**config.mk**
```make
export PLATFORM = sky130hd
export DESIGN_NAME = trng_race_cmp
export DESIGN_NICKNAME = d
export VERILOG_FILES = /design/src/rtl/trng_pkg.sv /design/src/rtl/trng_edge_cnt.sv /design/src/rtl/trng_race_cmp.sv
export SDC_FILE = /design/constraint.sdc
export NUM_CORES = 1
export LEC_CHECK = 0
export ABC_CLOCK_PERIOD_IN_PS = 2750
export CELL_PAD_IN_SITES_DETAIL_PLACEMENT = 1
export CELL_PAD_IN_SITES_GLOBAL_PLACEMENT = 2
export CORE_ASPECT_RATIO = 0.7
export CORE_MARGIN = 4
export CORE_UTILIZATION = 36
export DETAILED_ROUTE_END_ITERATION = 10
export PLACE_DENSITY_LB_ADDON = 0.08
export SYNTH_ARGS = -nofsm -noshare
export SYNTH_HDL_FRONTEND = slang
export SYNTH_SLANG_ARGS = --single-unit
```
**constraint.sdc**
```tcl
create_clock -name clock -period 2.75 [get_ports clock]
set_clock_uncertainty 0.05 [all_clocks]
set_input_delay 0.4125 -clock clock [delete_from_list [all_inputs] [get_ports clock]]
set_output_delay 0.4125 -clock clock [all_outputs]
set_load 0.01 [all_outputs]
```
**src/rtl/trng_pkg.sv**
```systemverilog
// Shared definitions for the ring-oscillator race comparator TRNG.
// Holds the race FSM encoding and the default sizing of the block.
package trng_pkg;

    localparam int unsigned NPAIR_DEF = 4;
    localparam int unsigned CNT_W_DEF = 12;
    localparam int unsigned LIMIT_DEF = 1023;
    localparam int unsigned TMO_DEF   = 65535;

    typedef enum logic [1:0] {
        StIdle,
        StRun,
        StDone
    } state_e;

endpackage

```
**src/rtl/trng_edge_cnt.sv**
```systemverilog
// Synchronises one asynchronous oscillator output, detects its rising edges
// and counts them while enabled; clr wipes the count and the edge history.
module trng_edge_cnt #(
    parameter int unsigned CNT_W = 12
) (
    input  logic             clock,
    input  logic             reset,
    input  logic             ro,
    input  logic             clr,
    input  logic             en,
    output logic [CNT_W-1:0] cnt
);

    logic             sync1_q, sync1_d;
    logic             sync2_q, sync2_d;
    logic             hist_q, hist_d;
    logic [CNT_W-1:0] cnt_q, cnt_d;
    logic             edge_det;

    always_comb begin
        sync1_d  = ro;
        sync2_d  = sync1_q;
        edge_det = sync2_q & ~hist_q;
        hist_d   = clr ? 1'b0 : sync2_q;
        cnt_d    = cnt_q;
        if (clr) begin
            cnt_d = '0;
        end else if (en && edge_det) begin
            cnt_d = cnt_q + 1'b1;
        end
    end

    always_ff @(posedge clock) begin
        if (reset) begin
            sync1_q <= 1'b0;
            sync2_q <= 1'b0;
            hist_q  <= 1'b0;
            cnt_q   <= '0;
        end else begin
            sync1_q <= sync1_d;
            sync2_q <= sync2_d;
            hist_q  <= hist_d;
            cnt_q   <= cnt_d;
        end
    end

    assign cnt = cnt_q;

endmodule

```
**src/rtl/trng_race_cmp.sv**
```systemverilog
// Races two ring oscillators of the selected pair to LIMIT edges; the winner
// (or a timeout) is latched and handed out as one random bit on capture.
module trng_race_cmp
    import trng_pkg::*;
#(
    parameter int unsigned NPAIR = NPAIR_DEF,
    parameter int unsigned CNT_W = CNT_W_DEF,
    parameter int unsigned LIMIT = LIMIT_DEF,
    parameter int unsigned TMO   = TMO_DEF
) (
    input  logic                     clock,
    input  logic                     reset,
    input  logic [NPAIR-1:0]         ro_a,
    input  logic [NPAIR-1:0]         ro_b,
    input  logic                     cmp_inc,
    input  logic                     cmp_rst,
    input  logic                     cmp_str,
    input  logic                     cmp_cap,
    output logic                     cmp_end,
    output logic [$clog2(NPAIR)-1:0] pair_sel,
    output logic                     rnd_bit,
    output logic                     rnd_valid,
    output logic                     rnd_err
);

    localparam int unsigned SelW = $clog2(NPAIR);
    localparam int unsigned TmoW = $clog2(TMO + 1);

    state_e            state_q, state_d;
    logic [SelW-1:0]   sel_q, sel_d;
    logic [TmoW-1:0]   tmo_q, tmo_d;
    logic              winner_q, winner_d;
    logic              err_q, err_d;
    logic              tie_q, tie_d;
    logic              rbit_q, rbit_d;
    logic              rerr_q, rerr_d;
    logic              rvalid_q, rvalid_d;
    logic [CNT_W-1:0]  cnt_a, cnt_b;
    logic              a_hit, b_hit, fin, tmo_hit, cnt_en;

    assign a_hit   = (cnt_a == CNT_W'(LIMIT));
    assign b_hit   = (cnt_b == CNT_W'(LIMIT));
    assign fin     = a_hit | b_hit;
    // Timeout fires in the cycle whose increment brings the counter to TMO.
    assign tmo_hit = (tmo_q == TmoW'(TMO - 1));
    assign cnt_en  = (state_q == StRun) && !fin && !tmo_hit;

    trng_edge_cnt #(.CNT_W(CNT_W)) u_cnt_a (
        .clock (clock),
        .reset (reset),
        .ro    (ro_a[sel_q]),
        .clr   (cmp_rst),
        .en    (cnt_en),
        .cnt   (cnt_a)
    );

    trng_edge_cnt #(.CNT_W(CNT_W)) u_cnt_b (
        .clock (clock),
        .reset (reset),
        .ro    (ro_b[sel_q]),
        .clr   (cmp_rst),
        .en    (cnt_en),
        .cnt   (cnt_b)
    );

    always_ff @(posedge clock) begin
        if (reset) begin
            state_q  <= StIdle;
            sel_q    <= '0;
            tmo_q    <= '0;
            winner_q <= 1'b0;
            err_q    <= 1'b0;
            tie_q    <= 1'b0;
            rbit_q   <= 1'b0;
            rerr_q   <= 1'b0;
            rvalid_q <= 1'b0;
        end else begin
            state_q  <= state_d;
            sel_q    <= sel_d;
            tmo_q    <= tmo_d;
            winner_q <= winner_d;
            err_q    <= err_d;
            tie_q    <= tie_d;
            rbit_q   <= rbit_d;
            rerr_q   <= rerr_d;
            rvalid_q <= rvalid_d;
        end
    end

    always_comb begin
        state_d = state_q;
        if (cmp_rst) begin
            state_d = StIdle;
        end else begin
            unique case (state_q)
                StIdle:  if (cmp_str) state_d = StRun;
                StRun:   if (fin || tmo_hit) state_d = StDone;
                StDone:  state_d = StDone;
                default: state_d = StIdle;
            endcase
        end
    end

    always_comb begin
        sel_d    = sel_q;
        tmo_d    = tmo_q;
        winner_d = winner_q;
        err_d    = err_q;
        tie_d    = tie_q;
        rbit_d   = rbit_q;
        rerr_d   = rerr_q;
        rvalid_d = 1'b0;
        if (cmp_rst) begin
            tmo_d    = '0;
            winner_d = 1'b0;
            err_d    = 1'b0;
        end else if (state_q == StRun) begin
            tmo_d = tmo_q + 1'b1;
            if (fin) begin
                err_d = 1'b0;
                if (a_hit && b_hit) begin
                    winner_d = tie_q;
                    tie_d    = ~tie_q;
                end else begin
                    winner_d = a_hit;
                end
            end else if (tmo_hit) begin
                winner_d = 1'b0;
                err_d    = 1'b1;
            end
        end
        if (cmp_inc && (state_q != StRun)) begin
            sel_d = sel_q + 1'b1;
        end
        if (cmp_cap && !cmp_rst && (state_q == StDone)) begin
            rbit_d   = winner_q;
            rerr_d   = err_q;
            rvalid_d = 1'b1;
        end
    end

    always_comb begin
        cmp_end   = (state_q == StDone);
        pair_sel  = sel_q;
        rnd_bit   = rbit_q;
        rnd_valid = rvalid_q;
        rnd_err   = rerr_q;
    end

endmodule

```
### Word-level counts from Yosys, hierarchy flattened

Cells that the tools add are included.

| storage, ports and cells | value |
|---|---|
| word-level logic and storage cells | 68 |
| input port bits | 14 |
| bits in latches | 0 |
| bits in read-only memories | 0 |
| bits in registers | 56 |
| memories | 0 |
| bits in writable memories | 0 |

| cells by class | value |
|---|---|
| shifts and indexed selects | 0 |
| $lt $le $gt $ge | 1 |
| divide/modulo/power cells | 0 |
| add/sub/neg operators | 4 |
| bitwise operators | 7 |
| equality and inequality tests | 8 |
| mux-type cells | 13 |
| $mul | 0 |
| reduce and logical (&&, ||, !) cells | 18 |

Operators with widths:

| kind | number |
|---|---|
| adder 12 x 1 -> 12 bit, second input constant | 2 |
| == test 12 x 10 -> 1 bit, second input constant | 2 |
| adder 16 x 1 -> 16 bit, second input constant | 1 |
| == test 16 bit, second input constant | 1 |
| logical AND 1 bit | 8 |
| two-way mux 1 bit | 8 |
| one-hot mux 2 bit (3 select lines) | 1 |
| binary-select mux 1 bit (select 2 bit) | 2 |
| two-way mux 2 bit | 2 |
| != test 2 bit, second input constant | 2 |
| inverter 1 bit | 4 |
| AND reduction 2 bit | 2 |
| AND reduction 4 bit | 1 |
| zero test 1 bit | 3 |
| less-than comparator 2 x 3 -> 1 bit, second input constant | 1 |
| adder 2 x 1 -> 2 bit, second input constant | 1 |
| AND 1 bit | 2 |
| == test 2 x 1 -> 1 bit, second input constant | 1 |
| == test 2 bit, second input constant | 1 |
| zero test 2 bit | 1 |
| != test 2 x 1 -> 1 bit, second input constant | 1 |
| nonzero test 2 bit | 1 |
| OR reduction 2 bit | 1 |
| logical OR 1 bit | 1 |
| OR 1 bit | 1 |

### Depth between registers and ports, before layout

Gate-level depths: netlist of the first run.

| logic depth | value |
|---|---|
| word-level depth | 6 |
| depth in mapped cells | 10 |

### Modules after synthesis

From an unflattened synthesis of the first run, not the netlist that was laid out.

| unflattened totals | value |
|---|---|
| cell total of the unflattened synthesis | 284 |
| area total of the unflattened synthesis | 2613.8 µm² |

Modules (own cells, without submodules):

| module | times used | cells each | sequential area each (µm²) | area each (µm²) |
|---|---|---|---|---|
| trng_edge_cnt | 2 | 73 | 300.3 | 665.6 |
| trng_race_cmp | 1 | 138 | 520.5 | 1282.5 |

### Worst setup path before layout of the first run

Ideal clock, no wire load.

| timing path | value |
|---|---|
| path type | flip-flop to flip-flop |
| from | reg u_cnt_a.cnt_q[0], in the netlist u_cnt_a.cnt[0] |
| to | reg u_cnt_b.cnt_q[6], in the netlist u_cnt_b.cnt[6] |
| stages on the path, launching flop included | 8 |
| slack | 0.724 ns |
| data arrival time | 1.906 ns |
| path buffers | 1 |
| period minus slack after synthesis | 2.026 ns |
| path through | dfxtp_1 ha_1 and4bb_4 nand3_2 or4b_1 clkbuf_2 or4_1 a21oi_1 |

| on the way | value |
|---|---|
| cells in the longest elaborated chain, start to end | 6 |

RTL lines:

| element | line | source |
|---|---|---|
| start, declared | trng_edge_cnt.sv:17 | `logic [CNT_W-1:0] cnt_q, cnt_d;` |
| start signal, assigned | trng_edge_cnt.sv:43 | `cnt_q <= cnt_d;` |
| == test 12 x 10 -> 1 bit | trng_race_cmp.sv:41 | `assign a_hit = (cnt_a == CNT_W'(LIMIT));` |
| OR 1 bit | trng_race_cmp.sv:43 | `assign fin = a_hit \| b_hit;` |
| zero test 1 bit | trng_race_cmp.sv:46 | `assign cnt_en = (state_q == StRun) && !fin && !tmo_hit;` |
| logical AND 1 bit (2 in a row) | trng_race_cmp.sv:46 |  |
| logical AND 1 bit | trng_edge_cnt.sv:28 | `end else if (en && edge_det) begin` |
| end signal, assigned | trng_edge_cnt.sv:43 |  |
| end, declared | trng_edge_cnt.sv:17 |  |

No other way between the ends.
A chain may end at the register's enable or synchronous reset.

### Worst setup path after layout of the first run

| timing path | value |
|---|---|
| from | reg tmo_q[0] |
| to | reg u_cnt_b.cnt_q[11], in the netlist u_cnt_b.cnt[11] |

| on the way | value |
|---|---|
| cells in the longest elaborated chain, start to end | 4 |

RTL lines:

| element | line | source |
|---|---|---|
| start, declared | trng_race_cmp.sv:31 | `logic [TmoW-1:0] tmo_q, tmo_d;` |
| start signal, assigned | trng_race_cmp.sv:80 | `tmo_q <= tmo_d;` |
| == test 16 bit | trng_race_cmp.sv:45 | `assign tmo_hit = (tmo_q == TmoW'(TMO - 1));` |
| zero test 1 bit | trng_race_cmp.sv:46 |  |
| logical AND 1 bit | trng_race_cmp.sv:46 |  |
| logical AND 1 bit | trng_edge_cnt.sv:28 |  |

No other way between the ends.

==> impl_metrics.json, run 1 <==
{
  "fp.coreArea_sq_um": 7290,
  "cp_data_required_time_ps": 2950,
  "drt-initial-drc-count": 87,
  "layout_common_cells": "dfxtp_1, a21oi_1, nand2_1",
  "vdd.ir_drop.worst_v": 0.000175,
  "clkPwrFrac_pct": 34.2,
  "clk_path_buf_depth": 2,
  "setup_viol": 0,
  "worstPathMaxFanout": 30,
  "ios": 20,
  "cts_hold_buf": 0,
  "diodes": 0,
  "cts_buffers": 5,
  "post-dp-hpwl_mm": 4.38,
  "synth_fp_nets": 321,
  "rsz0062_at_grt": "no",
  "setup_tns_ps": 0,
  "syn_area_sq_um": 2690,
  "vias_per_cell": 5.44,
  "seqPwrFrac_pct": 59.0,
  "drt-met1-wl_mm": 3.53,
  "rr_startpoint": "tmo_q[0]$_SDFFE_PP0N_",
  "hp-class": "flip-flop to flip-flop",
  "max-cap-violations": 0,
  "insertion_delay_ps": 320,
  "startpoint": "tmo_q[0]$_SDFFE_PP0N_",
  "finalNonFillerCells": 413,
  "cts_sinks": 56,
  "drtAntennaViolNets": 0,
  "finalHoldViolCount": 0,
  "grt_max_degree": 42,
  "start_kind": "flip-flop",
  "internal_power_uw": 1050,
  "yosysWarnings": 0,
  "antenna_found_initial": 0,
  "period_needed_ps": 2260,
  "drv_slew": 0,
  "synth_ff_type": "dfxtp_1",
  "status": "finished, final reports clean",
  "place.gp.congestion": 0.707,
  "p_comb_share_pct": 6.9,
  "fmax_mhz": 442,
  "cp_data_arrival_time_ps": 2460,
  "yosysUniqueCellTypes": 44,
  "p_sw_share_pct": 25.2,
  "cts_resized": 0,
  "tightest_slew_ps": 577,
  "die-area_sq_um": 8930,
  "grt_pass1_wl_mm": 11.0,
  "io_buffers": 19,
  "nets": 335,
  "die_w_um": 111,
  "cts-root-buf": "clkbuf_8",
  "synth_edf_count": 0,
  "net-switching-power_uw": 355,
  "die_h_um": 80.3,
  "pre_cts_ws_ps": 500,
  "slew_headroom_pct": 61.2,
  "ys_seq_area_share_pct": 41.7,
  "worstSetupPathType": "flip-flop to flip-flop",
  "wire_per_inst_um": 15.4,
  "cts.clk_slew.worst_paths_ps": 110,
  "grt_util_all_layers_pct": 15.0,
  "postCtsSetupBuffers": 0,
  "post-route-period-util_pct": 82.2,
  "drtPass1Iterations": 4,
  "route.vias.total": 2246,
  "syn_to_final_growth_pct": 12.3,
  "placedCellCount": 405,
  "cts_tree": "yes",
  "drive_gt1_share_pct": 6.98,
  "final_common_cell": "dfxtp_1",
  "grt_pass1_vias": 2269,
  "syn_area_per_cell_sq_um": 8.96,
  "power_density_nw_per_um2": 467,
  "ys_ff_latch": 56,
  "leakage_uw": 0.000952,
  "start_util_pct": 36.9,
  "top_layer": "met4",
  "hp-start": "u_cnt_b.sync1_q$_SDFF_PP0_",
  "endpoint_kind": "flip-flop",
  "h-tree-depth": 2,
  "drc": 0,
  "setup_ws_ps": 489,
  "whs_ps": 403,
  "dr_wl_met2_mm": 2.58,
  "wl_met3_um": 192,
  "rows": 26,
  "routed_wl_mm": 6.35,
  "overflow": 0,
  "syn_inst": 300,
  "async_flop_share_pct": 0
}
-- through the flow --
| stage | area (sq um) | power (uW) | util (%) |
|---|---|---|---|
| 2_1_floorplan | 2690 | 905 | - |
| 3_3_place_gp | 2930 | 947 | 40.2 |
| 3_5_place_dp | 2930 | 948 | 40.2 |
| 4_1_cts | 3020 | 1430 | 41.4 |
| 5_1_grt | 3020 | 1480 | 41.4 |
| 6_report | 3020 | 1410 | 41.4 |
-- layer usage --
layer | vias up | GRT usage [%]
met1 | 1075 | 21.9
met2 | 31 | 22.3
li1 | 1136 | -
met3 | 4 | 2.94
met4 | 0 | 4.01
met5 | - | 0
-- Yosys cell counts, types with 4 or more instances --
cell      number  share of area, %
a21oi_1       29               5.4
and3_1         5               1.2
clkbuf_1       8               1.1
dfxtp_1       56                42
ha_1           7               3.3
inv_1          8               1.1
mux2i_1        4               1.5
nand2_1       23               3.2
nand3_1        8               1.5
nand4_1       15               3.5
nor2_1        21               2.9
nor2b_1        7               1.6
nor3_1         5              0.93
o21ai_0        7               1.3
o31ai_1       20               5.6
or3_1          9               2.1
or4_1         18               5.0
xnor2_1        7               2.3
xor2_1         8               2.6
-- cell families (layout without fill, tap and decap cells) --
logic type	count (synthesis)	count (layout)	share of synthesized area (%)
AND/OR/NAND/NOR	126	126	26.9
AO/OA/AOI/OAI	65	65	14.9
flip-flops	56	56	41.7
buffers and inverters	25	40	5.26
XOR/XNOR	15	15	4.89
adder cells (fa/ha/maj)	7	7	3.26
multiplexers	6	6	3.17
-- final cells by class --
class	count	area, sq um
multi-input cells	219	1430
clock buffers	5	68.8
fillers	874	4270
flip-flops and latches	56	1120
clock inverters	3	22.5
repair buffers	24	228
well taps	98	123
inverters	8	30.0
-- power by group through the flow --
stage / clock (uW) / sequential [uW] / combinational (uW)
after CTS: 499 / 831 / 98.8
after global placement: 0 / 850 / 97.6
after global routing: 536 / 834 / 107
final: 481 / 831 / 96.9
after detailed placement: 0 / 850 / 98.4
after floorplan: 0 / 849 / 56.1
-- state kept, by name (all words and copies together), names as in the netlist --
register and count:
u_cnt_b.hist_q 1, u_cnt_a.hist_q 1, u_cnt_b.cnt 12, u_cnt_b.sync1_q 1, tmo_q 16, rnd_bit 1
u_cnt_a.sync1_q 1, pair_sel 2, tie_q 1, state_q 2, rnd_err 1, err_q 1
u_cnt_b.sync2_q 1, u_cnt_a.cnt 12, u_cnt_a.sync2_q 1, rnd_valid 1, winner_q 1
-- critical path, cell delays in order (launching register included) --
cell,delay (ps)
dfxtp_1,410
inv_1,60
ha_1,190
nand4_1,110
nor4_2,70
a21o_2,370
buf_4,270
or4_1,510
a21oi_1,160
-- final timing paths --
path / to / depth (start not counted) / slack (ps)
max: u_cnt_b.cnt[11]$_SDFFE_PP0P_ / 8 / 490
min: u_cnt_b.sync2_q$_SDFF_PP0_ / 1 / 400
max reg2reg: u_cnt_b.cnt[11]$_SDFFE_PP0P_ / 8 / 490
min reg2reg: u_cnt_b.sync2_q$_SDFF_PP0_ / 1 / 400
Note: power is estimated with default switching activity, not from simulation.
==> inputs of run 2 (changes only) <==
Settings changed: ABC_CLOCK_PERIOD_IN_PS 2750 to 1940, CORE_UTILIZATION 36 to 32.
Clock period 2.75 ns to 1.94 ns, I/O delays scaled along.
==> run 2 against run 1 <==
Against the previous run:
- the flow now finishes with violations (negative setup slack)
- worst setup slack worse by 550 ps
- non-clock buffer count up 51
- count of clock-buffer cells in the layout up 2
- power up 63%
- clock power up 94%
- die area up 11%
- combinational power up 91%
- critical endpoint is now u_cnt_b.cnt[8]$_SDFFE_PP0P_
==> impl_metrics.json, run 2 (same netlist as run 1, synthesis figures left out) <==
{
  "status": "finished with violations",
  "violations": "negative setup slack",
  "routed_wl_mm": 7.65,
  "antenna_found_initial": 0,
  "place.gp.congestion": 0.749,
  "die_w_um": 118,
  "drive_gt1_share_pct": 29.5,
  "setup_viol": 1,
  "syn_to_final_growth_pct": 38.3,
  "fp.coreArea_sq_um": 8010,
  "io_buffers": 19,
  "overflow": 0,
  "tightest_slew_ps": 381,
  "p_comb_share_pct": 8.1,
  "layout_common_cells": "dfxtp_1, buf_4, nand2_1",
  "final_common_cell": "dfxtp_1",
  "die-area_sq_um": 9950,
  "rr_startpoint": "u_cnt_a.cnt[1]$_SDFFE_PP0P_",
  "fmax_mhz": 499,
  "vdd.ir_drop.worst_v": 0.000355,
  "cts_tree": "yes",
  "worstSetupPathType": "flip-flop to flip-flop",
  "internal_power_uw": 1780,
  "seqPwrFrac_pct": 51.3,
  "leakage_uw": 0.00131,
  "start_util_pct": 33.6,
  "post-route-period-util_pct": 103,
  "h-tree-depth": 2,
  "drt-initial-drc-count": 64,
  "net-switching-power_uw": 515,
  "cts_sinks": 56,
  "vias_per_cell": 5.29,
  "top_layer": "met4",
  "drc": 0,
  "power_density_nw_per_um2": 617,
  "max-cap-violations": 0,
  "largest_register_ffs": 16,
  "diodes": 0,
  "cp_data_arrival_time_ps": 2120,
  "rows": 27,
  "nFillCells": 910,
  "finalHoldViolCount": 0,
  "grt_pass1_vias": 2486,
  "drt-met1-wl_mm": 4.21,
  "grt_pass1_wl_mm": 12.6,
  "grt_util_all_layers_pct": 15.4,
  "grt_max_degree": 21,
  "endpoint_kind": "flip-flop",
  "clkPwrFrac_pct": 40.6,
  "finalPower_uw": 2290,
  "cts_hold_buf": 0,
  "post-route-util_pct": 46.4,
  "worstPathMaxFanout": 6,
  "hold_depth": 1,
  "insertion_delay_ps": 300,
  "cts.clk_slew.worst_paths_ps": 70,
  "finalNonFillerCells": 467,
  "setup_tns_ps": -62.4,
  "die_h_um": 84.7,
  "reg2regPathDepth": 7,
  "nets": 386,
  "cp_data_required_time_ps": 2060,
  "route.vias.total": 2472,
  "wire_per_inst_um": 16.4,
  "period_needed_ps": 2000,
  "cts_buffers": 5,
  "drtAntennaViolNets": 0,
  "regMostFlops": "tmo_q",
  "worstHoldEndpoint": "u_cnt_b.sync2_q$_SDFF_PP0_",
  "start_kind": "flip-flop",
  "hp-start": "u_cnt_b.sync1_q$_SDFF_PP0_",
  "ios": 20,
  "setup_ws_ps": -62.4,
  "drv_slew": 0,
  "r2r_end": "u_cnt_b.cnt[8]$_SDFFE_PP0P_",
  "post-dp-hpwl_mm": 5.24,
  "p_sw_share_pct": 22.4,
  "drtPass1Iterations": 4,
  "wl_met3_um": 235,
  "slew_headroom_pct": 74.6,
  "placedCellCount": 448,
  "hp-class": "flip-flop to flip-flop",
  "rsz0062_at_grt": "yes",
  "dr_wl_met2_mm": 3.14,
  "cts-root-buf": "clkbuf_16",
  "reg2reg_setup_slack_ps": -60,
  "clk_path_buf_depth": 2
}
-- run 2: layer usage --
metal	GRT usage, %	vias to the layer above
li1	-	1242
met1	23.6	1193
met2	21.9	31
met3	3.57	6
met4	2.87	0
met5	0	-
-- run 2: cell type report --
class | instances | area, sq um | share of cell area [%]
clock buffer | 7 | 143 | 3.84
clock inverter | 1 | 7.51 | 0.202
inverter | 8 | 30.0 | 0.808
multi-input combinational | 219 | 1580 | 42.5
sequential | 56 | 1120 | 30.3
tap | 101 | 126 | 3.40
timing repair buffer | 75 | 704 | 19.0
-- run 2: through the flow --
stage	hold WS, ps	instance area (sq um)	setup WS (ps)
floorplan	364	2690	-24.6
global placement	376	3280	-5.40
detailed placement	389	3280	-32.9
CTS	406	3510	-4.10
global route	415	3720	-156
finish	401	3720	-62.4
-- run 2: power groups by stage --
| stage | Combinational, uW | Clock (uW) | Sequential, uW |
|---|---|---|---|
| after floorplan | 79.5 | 0 | 1200 |
| after global placement | 159 | 0 | 1200 |
| after detailed placement | 161 | 0 | 1200 |
| after CTS | 162 | 972 | 1180 |
| after global routing | 201 | 1030 | 1180 |
| final | 185 | 932 | 1180 |
-- run 2: worst max-delay path by stage --
stage / startpoint / to / slack (ps) / depth (start not counted)
floorplan: u_cnt_a.cnt[1]$_SDFFE_PP0P_ / u_cnt_b.cnt[6]$_SDFFE_PP0P_ / -20 / 7
global placement: u_cnt_a.cnt[1]$_SDFFE_PP0P_ / u_cnt_b.cnt[10]$_SDFFE_PP0P_ / -5 / 6
detailed placement: u_cnt_a.cnt[1]$_SDFFE_PP0P_ / u_cnt_b.cnt[8]$_SDFFE_PP0P_ / -30 / 6
CTS: u_cnt_a.cnt[1]$_SDFFE_PP0P_ / u_cnt_b.cnt[8]$_SDFFE_PP0P_ / -4 / 6
global route: u_cnt_a.cnt[1]$_SDFFE_PP0P_ / u_cnt_b.cnt[8]$_SDFFE_PP0P_ / -160 / 7
finish: u_cnt_a.cnt[1]$_SDFFE_PP0P_ / u_cnt_b.cnt[8]$_SDFFE_PP0P_ / -60 / 7
-- run 2: worst max-delay path, cell delays in order (launching register included) --
cell and delay, ps:
dfxtp_2 340, ha_4 150, and4bb_4 200, nand3_2 70, or4b_4 500, buf_4 160
o31ai_1 300, a21oi_2 100
-- run 2: what timing repair did --
item	in CTS	in global routing
setup endpoints to repair	11	28
setup buffers	1	7
resized for setup	8	35
pin swaps	3	16
cloned	1	2
